[src/rtl/sc_game_pkg.sv]
// sc_game_pkg: state encoding and width helpers shared by the game-flow controllers.
package sc_game_pkg;
  typedef enum logic [2:0] {
    RESET = 3'd0,
    START = 3'd1,
    CHECK = 3'd2,
    LOAD  = 3'd3,
    PLAY  = 3'd4,
    LOSE  = 3'd5,
    WIN   = 3'd6
  } state_t;
  localparam int TIMEOUT_MIN_W = 26;
  function automatic int countWidth(input int n);
    return ($clog2(n + 1) < 1) ? 1 : $clog2(n + 1);
  endfunction
  function automatic int timeoutWidth(input int cycles);
    return ($clog2(cycles) > TIMEOUT_MIN_W) ? $clog2(cycles) : TIMEOUT_MIN_W;
  endfunction
endpackage

[src/rtl/sc_edge_detect_low.sv]
// sc_edge_detect_low: one-cycle pulse on the falling edge of an active-low synchronous input.
// Ports: SC_EDGEDETECTLOW_CLOCK_50 clock, SC_EDGEDETECTLOW_RESET_InLow async active-low reset,
//        SC_EDGEDETECTLOW_signal_InLow monitored input, SC_EDGEDETECTLOW_fall_Out pulse (high one cycle).
module sc_edge_detect_low (
  input  logic SC_EDGEDETECTLOW_CLOCK_50,
  input  logic SC_EDGEDETECTLOW_RESET_InLow,
  input  logic SC_EDGEDETECTLOW_signal_InLow,
  output logic SC_EDGEDETECTLOW_fall_Out
);
  logic prevSignal;
  always_ff @(posedge SC_EDGEDETECTLOW_CLOCK_50 or negedge SC_EDGEDETECTLOW_RESET_InLow)
    if (!SC_EDGEDETECTLOW_RESET_InLow) prevSignal <= 1'b1;
    else prevSignal <= SC_EDGEDETECTLOW_signal_InLow;
  assign SC_EDGEDETECTLOW_fall_Out = prevSignal && !SC_EDGEDETECTLOW_signal_InLow;
endmodule

[src/rtl/sc_statemachine_levels.sv]
// sc_statemachine_levels: game-flow controller sequencing NUM_LEVELS levels with a lives budget.
// Ports: CLOCK_50 clock, RESET_InLow async active-low reset, startButton_InLow debounced start,
//        lose_inLow/win_inLow datapath events, clear_OutLow/load_OutLow one-cycle strobes,
//        lose_outLow/win_outLow game-over/game-won, nivel level (0 when idle), lives, playing_out.
// Optional: define SC_STATEMACHINELEVELS_TIMEOUT_EN to expire a level after TIMEOUT_CYCLES PLAY cycles.
module sc_statemachine_levels
  import sc_game_pkg::*;
#(
  parameter int NUM_LEVELS     = 4,
  parameter int MAX_LIVES      = 3,
  parameter int TIMEOUT_CYCLES = 50_000_000,
  parameter int LEVEL_W        = countWidth(NUM_LEVELS),
  parameter int LIVES_W        = countWidth(MAX_LIVES)
) (
  input  logic               SC_STATEMACHINELEVELS_CLOCK_50,
  input  logic               SC_STATEMACHINELEVELS_RESET_InLow,
  input  logic               SC_STATEMACHINELEVELS_startButton_InLow,
  input  logic               SC_STATEMACHINELEVELS_lose_inLow,
  input  logic               SC_STATEMACHINELEVELS_win_inLow,
  output logic               SC_STATEMACHINELEVELS_clear_OutLow,
  output logic               SC_STATEMACHINELEVELS_load_OutLow,
  output logic               SC_STATEMACHINELEVELS_lose_outLow,
  output logic               SC_STATEMACHINELEVELS_win_outLow,
  output logic [LEVEL_W-1:0] SC_STATEMACHINELEVELS_nivel,
  output logic [LIVES_W-1:0] SC_STATEMACHINELEVELS_lives,
  output logic               SC_STATEMACHINELEVELS_playing_out
);
  state_t state, stateNext;
  logic [LEVEL_W-1:0] level, levelNext;
  logic [LIVES_W-1:0] lives, livesNext;
  logic startEvent;
  logic loseHit;

  sc_edge_detect_low startEdge (
    .SC_EDGEDETECTLOW_CLOCK_50    (SC_STATEMACHINELEVELS_CLOCK_50),
    .SC_EDGEDETECTLOW_RESET_InLow (SC_STATEMACHINELEVELS_RESET_InLow),
    .SC_EDGEDETECTLOW_signal_InLow(SC_STATEMACHINELEVELS_startButton_InLow),
    .SC_EDGEDETECTLOW_fall_Out    (startEvent)
  );

`ifdef SC_STATEMACHINELEVELS_TIMEOUT_EN
  localparam int CNT_W = timeoutWidth(TIMEOUT_CYCLES);
  logic [CNT_W-1:0] timeoutCount;
  always_ff @(posedge SC_STATEMACHINELEVELS_CLOCK_50 or negedge SC_STATEMACHINELEVELS_RESET_InLow)
    if (!SC_STATEMACHINELEVELS_RESET_InLow) timeoutCount <= '0;
    else if (state == LOAD) timeoutCount <= '0;
    else if (state == PLAY) timeoutCount <= timeoutCount + CNT_W'(1);
  // An expired level counts exactly like a lost one.
  assign loseHit = !SC_STATEMACHINELEVELS_lose_inLow || (timeoutCount == CNT_W'(TIMEOUT_CYCLES - 1));
`else
  assign loseHit = !SC_STATEMACHINELEVELS_lose_inLow;
`endif

  always_ff @(posedge SC_STATEMACHINELEVELS_CLOCK_50 or negedge SC_STATEMACHINELEVELS_RESET_InLow)
    if (!SC_STATEMACHINELEVELS_RESET_InLow) begin
      state <= RESET;
      level <= '0;
      lives <= '0;
    end else begin
      state <= stateNext;
      level <= levelNext;
      lives <= livesNext;
    end

  always_comb begin
    stateNext = state;
    levelNext = level;
    livesNext = lives;
    case (state)
      RESET: stateNext = START;
      START: begin
        levelNext = LEVEL_W'(1);
        livesNext = LIVES_W'(MAX_LIVES);
        stateNext = CHECK;
      end
      CHECK: stateNext = startEvent ? LOAD : CHECK;
      LOAD:  stateNext = PLAY;
      PLAY:
        if (loseHit) begin
          livesNext = lives - LIVES_W'(1);
          stateNext = (lives > LIVES_W'(1)) ? LOAD : LOSE;
        end else if (!SC_STATEMACHINELEVELS_win_inLow) begin
          levelNext = (level < LEVEL_W'(NUM_LEVELS)) ? level + LEVEL_W'(1) : level;
          stateNext = (level < LEVEL_W'(NUM_LEVELS)) ? LOAD : WIN;
        end
      LOSE:    stateNext = startEvent ? START : LOSE;
      WIN:     stateNext = startEvent ? START : WIN;
      default: stateNext = RESET;
    endcase
  end

  assign SC_STATEMACHINELEVELS_clear_OutLow = state != START;
  assign SC_STATEMACHINELEVELS_load_OutLow  = state != LOAD;
  assign SC_STATEMACHINELEVELS_lose_outLow  = state != LOSE;
  assign SC_STATEMACHINELEVELS_win_outLow   = state != WIN;
  assign SC_STATEMACHINELEVELS_playing_out  = state == PLAY;
  assign SC_STATEMACHINELEVELS_nivel = (state == LOAD || state == PLAY) ? level : '0;
  // Only the unused 3'd7 encoding lies above WIN; it shows no lives.
  assign SC_STATEMACHINELEVELS_lives = (state > WIN) ? '0 : lives;
endmodule

[config.mk]
export PLATFORM = sky130hd
export DESIGN_NAME = sc_statemachine_levels
export DESIGN_NICKNAME = d
export VERILOG_FILES = /design/src/rtl/sc_game_pkg.sv /design/src/rtl/sc_edge_detect_low.sv /design/src/rtl/sc_statemachine_levels.sv
export SDC_FILE = /design/constraint.sdc
export NUM_CORES = 1
export LEC_CHECK = 0
export BUFFER_PORTS_ARGS = -buffer_cell sky130_fd_sc_hd__clkbuf_2
export CORE_AREA = 2 2 39 41
export CTS_CLUSTER_SIZE = 10
export DETAILED_ROUTE_END_ITERATION = 12
export DIE_AREA = 0 0 41 43
export PLACE_DENSITY = 0.71
export SYNTH_ARGS = -nofsm -noshare
export SYNTH_HDL_FRONTEND = slang
export SYNTH_SLANG_ARGS = --single-unit
[constraint.sdc]
create_clock -name SC_STATEMACHINELEVELS_CLOCK_50 -period 2.1 [get_ports SC_STATEMACHINELEVELS_CLOCK_50]
set_input_delay 0.315 -clock SC_STATEMACHINELEVELS_CLOCK_50 [delete_from_list [all_inputs] [get_ports SC_STATEMACHINELEVELS_CLOCK_50]]
set_output_delay 0.315 -clock SC_STATEMACHINELEVELS_CLOCK_50 [all_outputs]
set_load 0.02 [all_outputs]
==> run_results.csv, run 1 <==
group,metric,value,unit
global_routing,antenna_found_initial,0,
clock_tree,clkLatencyLatePin,270,ps
clock_tree,tritoncts,"built",
critical_path,timing.setup.critical_path_class,"flop to output port",
sta,post-route-min-period,1740,ps
global_routing,grt_max_degree,17,
sta,finalCritPeriodShare,0.829,
sta,hold_viol_final,0,
floorplanning,total_die_area,0.00176,mm²
critical_path,critical_path.max_fanout,5,
route,wirelength,1230,µm
synthesis,synth_largest_type_area_fraction,0.323,
floorplanning,core-area,0.00138,mm²
power_and_ir_drop,power-per-cell-area,1320,mW/mm²
power_and_ir_drop,power.leakage,0.000364,µW
route,post_drt_via_cell_ratio,5.49,
worst_hold_path,hold_class,"primary input to flop",
synthesis,synth_top_flop_cell,"dfrtp_1",
global_routing,wire_length_of_the_first_global_routing_pass,2130,µm
critical_path,crit_arrival,1430,ps
floorplanning,initial_core_util,0.448,
critical_path,critical_path.reg2reg.startpoint,"lives[1]",
critical_path,slowest_stage,"or3b_4",
critical_path,category_of_the_worst_setup_path_capture_point,"output port",
route,drc,0,
synthesis,netlist_top_cells_area,"dfrtp_1 32%, dfstp_2 4.2%, and2_1 4.0%",
synthesis,count_of_distinct_cell_types_in_the_synthesized_netlist,36,
clock_tree,cts-buffers-inserted,3,
floorplanning,die_h,43,µm
cells_and_area,post_route_cells_drive_above_1_share,0.294,
sta,final.hold.worst_slack,144,ps
critical_path,critical_path_buf_inv_count,1,
synthesis,synthCells,66,
synthesis,seq_area_frac_synth,0.366,
synthesis,syn_nets,73,
cells_and_area,antenna_cells_inserted,0,
clock_tree,worst_setup_hold_path_clk_slew,70,ps
critical_path,timing.critical_path.from,"state[2]",
global_routing,globalRoute.totalOverflow,0,
cells_and_area,most-common-layout-cells,"14 x clkbuf_2, 8 x dfrtp_1, 4 x and2_1",
clock_tree,post_cts.resized_instances,0,
synthesis,ffs_latches_synth,9,
place,portBuffers,14,
critical_path,critical_path.top_delay_family,"simple AND/OR/NAND/NOR gates",
clock_tree,cts.root.buffer_cell,"clkbuf_4",
worst_hold_path,worstHoldStart,"SC_STATEMACHINELEVELS_startButton_InLow",
synthesis,async_reset_ff_frac,1.00,
clock_tree,clock_sink_count,9,
cells_and_area,syn2layout_area_growth,21.8,%
sta,drv_slew,0,
sta,grt_setup_unrepaired,"false",
cells_and_area,multi_input_comb_area,364,µm²
power_and_ir_drop,ir_worst_vdd,0.000669,V
synthesis,warnings_from_yosys,0,
sta,finClkSkew,9.21,ps
critical_path,critical_path_s_largest_stage_delay,420,ps
global_routing,first_global_vias,500,
sta,setup_violations_final,0,
clock_tree,clk_path_buf_depth,2,
critical_path,endpoint_required_time_on_the_critical_path,1780,ps
route,wire_per_inst,12.2,µm
critical_path,cp_startpoint_kind,"flop",
route,drt_pass1_iterations,4,
sta,max-slew-margin-rel,0.769,
synthesis,yosysTopAreaCell,"dfrtp_1",
cells_and_area,n_fill_cell,129,
route,vias,554,
critical_path,worstPathCellList,"or3b_4, nand2_1, and2_1, clkbuf_2",
clock_tree,cts.htree.levels,1,
synthesis,syn-mean-instance-area,9.38,µm²
cells_and_area,nets,93,
place,dp_hpwl,927,µm
floorplanning,die_w,41,µm
place,routability_cong,0.762,
floorplanning,top_level_ports,15,
route,drtAntennaViolNets,0,
cells_and_area,register_area,226,µm²
route,drt-initial-drc-count,11,
sta,worstMarginPinSlew,346,ps
cells_and_area,layout.cells.most_common,"clkbuf_2",
synthesis,syn-cell-area,619,µm²
floorplanning,std_cell_rows,14,
run,drv.max_cap_violation_count,0,
global_routing,track_usage,0.186,
outcome,run_status,"finished clean",
synthesis,synth_edf_count,0,
sta,fmax,574,MHz
sta,totalNegativeSetupSlack,0,ps
## through the flow
step           power, µW  setup WS, ps  cells  instance area, µm²   util
2_1_floorplan        699           522     66                 619      -
3_3_place_gp         857           631     96                 718  0.519
3_5_place_dp         859           628     96                 718  0.519
4_1_cts             1010           337    101                 754  0.545
5_1_grt             1090           220    101                 754  0.545
6_report             993           359    101                 754  0.545
## where the power goes
group	internal (µW)	switching [µW]
combinational	247	336
clock	73.3	63.3
sequential	229	44.8
total	549	444
## kinds of logic (layout without fill, tap and decap cells)
| family | count (synthesis) | after routing | share of synthesized area |
|---|---|---|---|
| buffers and inverters | 7 | 26 | 0.0465 |
| DFF | 9 | 9 | 0.366 |
| AOI/OAI and AO/OA | 20 | 20 | 0.246 |
| adders and majority gates | 2 | 2 | 0.0404 |
| and+or+nand+nor | 28 | 28 | 0.301 |
## synth_stat cells, types with 2 or more instances
| library cell | instances |
|---|---|
| o21ai_1 | 3 |
| o21ai_0 | 2 |
| ha_1 | 2 |
| a2bb2oi_1 | 2 |
| dfrtp_1 | 8 |
| o31ai_1 | 2 |
| nand2_1 | 3 |
| nor2b_1 | 3 |
| nand3b_1 | 2 |
| buf_2 | 2 |
| nand2b_1 | 3 |
| nand3_1 | 3 |
| a21oi_1 | 2 |
| and2_1 | 4 |
| inv_1 | 3 |
| nor2_1 | 2 |
## final timing paths
check | to | slack (ps) | depth (start not counted)
worst max-delay path | SC_STATEMACHINELEVELS_nivel[1] | 360 | 4
worst min-delay path | startEdge.prevSignal | 140 | 1
worst max register to register | state[1] | 660 | 5
worst min register to register | level[0] | 510 | 1
max in group asynchronous | startEdge.prevSignal | 1410 | 2
min in group asynchronous | lives[1] | 440 | 2
## cell type report
class,count,area share
Clock buffer,4,0.0348
Inverter,4,0.0199
Sequential cell,9,0.300
Tap cell,16,0.0265
Multi-Input combinational cell,50,0.483
Timing Repair Buffer,18,0.136
## repair_timing
| action | in CTS | in global routing |
|---|---|---|
| hold buffers | 1 | 0 |
| setup buffers | 0 | 0 |
| endpoints found under the setup margin | 0 | 0 |
| endpoints found under the hold margin | 8 | 0 |
## flip-flops by register name (all words and copies together) (netlist names)
| register | count |
|---|---|
| level | 3 |
| state | 3 |
| startEdge.prevSignal | 1 |
| lives | 2 |
## metal layers
metal	part of all wire	up-vias	GRT usage
li1	-	286	-
met1	0.47	250	0.243
met2	0.45	16	0.241
met3	0.053	2	0.0471
met4	0.020	0	0.160
met5	0	-	0
Power figures use the tool's default switching activity.
==> run 2: changes to the inputs <==
==> constraint.sdc (replaced) <==
create_clock -name SC_STATEMACHINELEVELS_CLOCK_50 -period 1.71 [get_ports SC_STATEMACHINELEVELS_CLOCK_50]
set_input_delay 0.2565 -clock SC_STATEMACHINELEVELS_CLOCK_50 [delete_from_list [all_inputs] [get_ports SC_STATEMACHINELEVELS_CLOCK_50]]
set_output_delay 0.2565 -clock SC_STATEMACHINELEVELS_CLOCK_50 [all_outputs]
set_load 0.02 [all_outputs]
==> run_results.csv, run 2 (same netlist as run 1, synthesis figures left out) <==
group,metric,value,unit
cells_and_area,n_fill_cell,136,
sta,finClkSkew,0.506,ps
sta,totalNegativeSetupSlack,0,ps
critical_path,timing.critical_path.from,"state[2]",
floorplanning,die_w,41,µm
floorplanning,initial_core_util,0.448,
power_and_ir_drop,power-per-cell-area,1600,mW/mm²
floorplanning,total_die_area,0.00176,mm²
global_routing,track_usage,0.183,
route,wire_per_inst,12.4,µm
place,portBuffers,14,
place,dp_hpwl,977,µm
sta,fmax,600,MHz
cells_and_area,stdcell_area,802,µm²
cells_and_area,nets,97,
power_and_ir_drop,p_total,1290,µW
sta,setup_violations_final,0,
route,post_drt_via_cell_ratio,5.38,
clock_tree,clk_path_buf_depth,2,
sta,grt_setup_unrepaired,"true",
global_routing,wire_length_of_the_first_global_routing_pass,2160,µm
sta,post-route-min-period,1670,ps
clock_tree,worst_setup_hold_path_clk_slew,60,ps
floorplanning,top_level_ports,15,
place,number_of_placed_instances_with_taps_included,97,
critical_path,cp_startpoint_kind,"flop",
critical_path,worst_r2r_endpoint,"state[1]",
critical_path,reg2reg_slack,300,ps
cells_and_area,most-common-layout-cells,"11 x clkbuf_2, 8 x dfrtp_1, 7 x buf_4",
critical_path,timing.setup.critical_path_class,"flop to output port",
cells_and_area,syn2layout_area_growth,29.5,%
sta,hold_viol_final,0,
critical_path,endpoint_required_time_on_the_critical_path,1450,ps
route,met2RoutedLength,577,µm
cells_and_area,multi_input_comb_area,369,µm²
global_routing,grt_max_degree,17,
place,routability_cong,0.730,
route,highest_layer,"met4",
outcome,run_status,"finished clean",
cells_and_area,register_area,226,µm²
critical_path,critical_path.max_fanout,4,
critical_path,critical_path.reg2reg.startpoint,"lives[1]",
critical_path,critical_path.endpoint,"SC_STATEMACHINELEVELS_playing_out",
critical_path,worst_reg_to_reg_path_cell_count,5,
route,drtAntennaViolNets,0,
route,drc,0,
cells_and_area,reg.largest.list,"level x3, state x3, lives x2",
clock_tree,clkLatencyLatePin,260,ps
worst_hold_path,hold_class,"primary input to flop",
global_routing,first_global_vias,491,
route,drt_pass1_iterations,4,
cells_and_area,antenna_cells_inserted,0,
route,wirelength,1300,µm
clock_tree,clock_sink_count,9,
clock_tree,cts.htree.levels,1,
clock_tree,cts-buffers-inserted,3,
clock_tree,cts.root.buffer_cell,"clkbuf_4",
route,route.layer.met1.wl,644,µm
place,area_of_placed_instances,726,µm²
sta,worstMarginPinSlew,344,ps
floorplanning,die_h,43,µm
global_routing,antenna_found_initial,0,
cells_and_area,layoutNonFillerInstCount,105,
sta,drv_slew,0,
critical_path,crit_arrival,1410,ps
power_and_ir_drop,power.leakage,0.000387,µW
route,met3_wirelength,66,µm
power_and_ir_drop,ir_worst_vdd,0.000861,V
sta,max-slew-margin-rel,0.770,
global_routing,globalRoute.totalOverflow,0,
cells_and_area,layout.cells.most_common,"clkbuf_2",
floorplanning,std_cell_rows,14,
sta,finalCritPeriodShare,0.974,
clock_tree,tritoncts,"built",
floorplanning,core-area,0.00138,mm²
run,drv.max_cap_violation_count,0,
route,drt-initial-drc-count,10,
route,vias,565,
critical_path,category_of_the_worst_setup_path_capture_point,"output port",
cells_and_area,post_route_cells_drive_above_1_share,0.348,
-- run 2: worst max-delay path, stage by stage (launching register included) --
cell	delay, ps
dfrtp_1	390
or3b_4	420
buf_4	150
inv_1	40
clkbuf_2	150
-- run 2: final cells by class --
cell class | count | area share
Multi-Input combinational cell | 50 | 0.460
Timing Repair Buffer | 22 | 0.181
Sequential cell | 9 | 0.282
Tap cell | 16 | 0.0250
Clock buffer | 4 | 0.0328
Inverter | 4 | 0.0187
-- run 2: timing repair --
item | CTS | global route
pin swaps | 0 | 2
endpoints found under the setup margin | 1 | 3
gates resized for setup | 1 | 8
hold buffers | 1 | 0
endpoints found under the hold margin | 8 | 0
buffers inserted | 0 | 3
-- run 2: how the worst min path moves through the flow --
stage / startpoint / cells past startpoint / slack, ps / to
6_report: SC_STATEMACHINELEVELS_startButton_InLow / 1 / 90 / startEdge.prevSignal
5_1_grt: SC_STATEMACHINELEVELS_startButton_InLow / 1 / 90 / startEdge.prevSignal
4_1_cts: SC_STATEMACHINELEVELS_startButton_InLow / 1 / 90 / startEdge.prevSignal
3_5_place_dp: SC_STATEMACHINELEVELS_RESET_InLow / 1 / 130 / lives[0]
3_3_place_gp: SC_STATEMACHINELEVELS_RESET_InLow / 1 / 130 / lives[0]
2_1_floorplan: SC_STATEMACHINELEVELS_RESET_InLow / 0 / -40 / level[0]
-- run 2: metal layers --
layer / track usage / vias to the layer above
met4: 0.0800 / 0
li1: - / 293
met3: 0.0471 / 2
met5: 0 / -
met2: 0.250 / 14
met1: 0.262 / 256
-- run 2: report_power, final --
part	total, µW	switching, µW	internal [µW]
clock	170	80.1	90.2
combinational	779	429	349
sequential	337	55.5	281
total	1290	565	721
-- run 2: metrics by stage --
step / setup WS, ps / hold WS [ps] / util
finish: 44.1 / 91.8 / 0.580
floorplan: 191 / -39.1 / -
global placement: 280 / 135 / 0.524
global route: -14.4 / 89.2 / 0.580
CTS: 1.76 / 88.1 / 0.552
detailed placement: 284 / 130 / 0.524
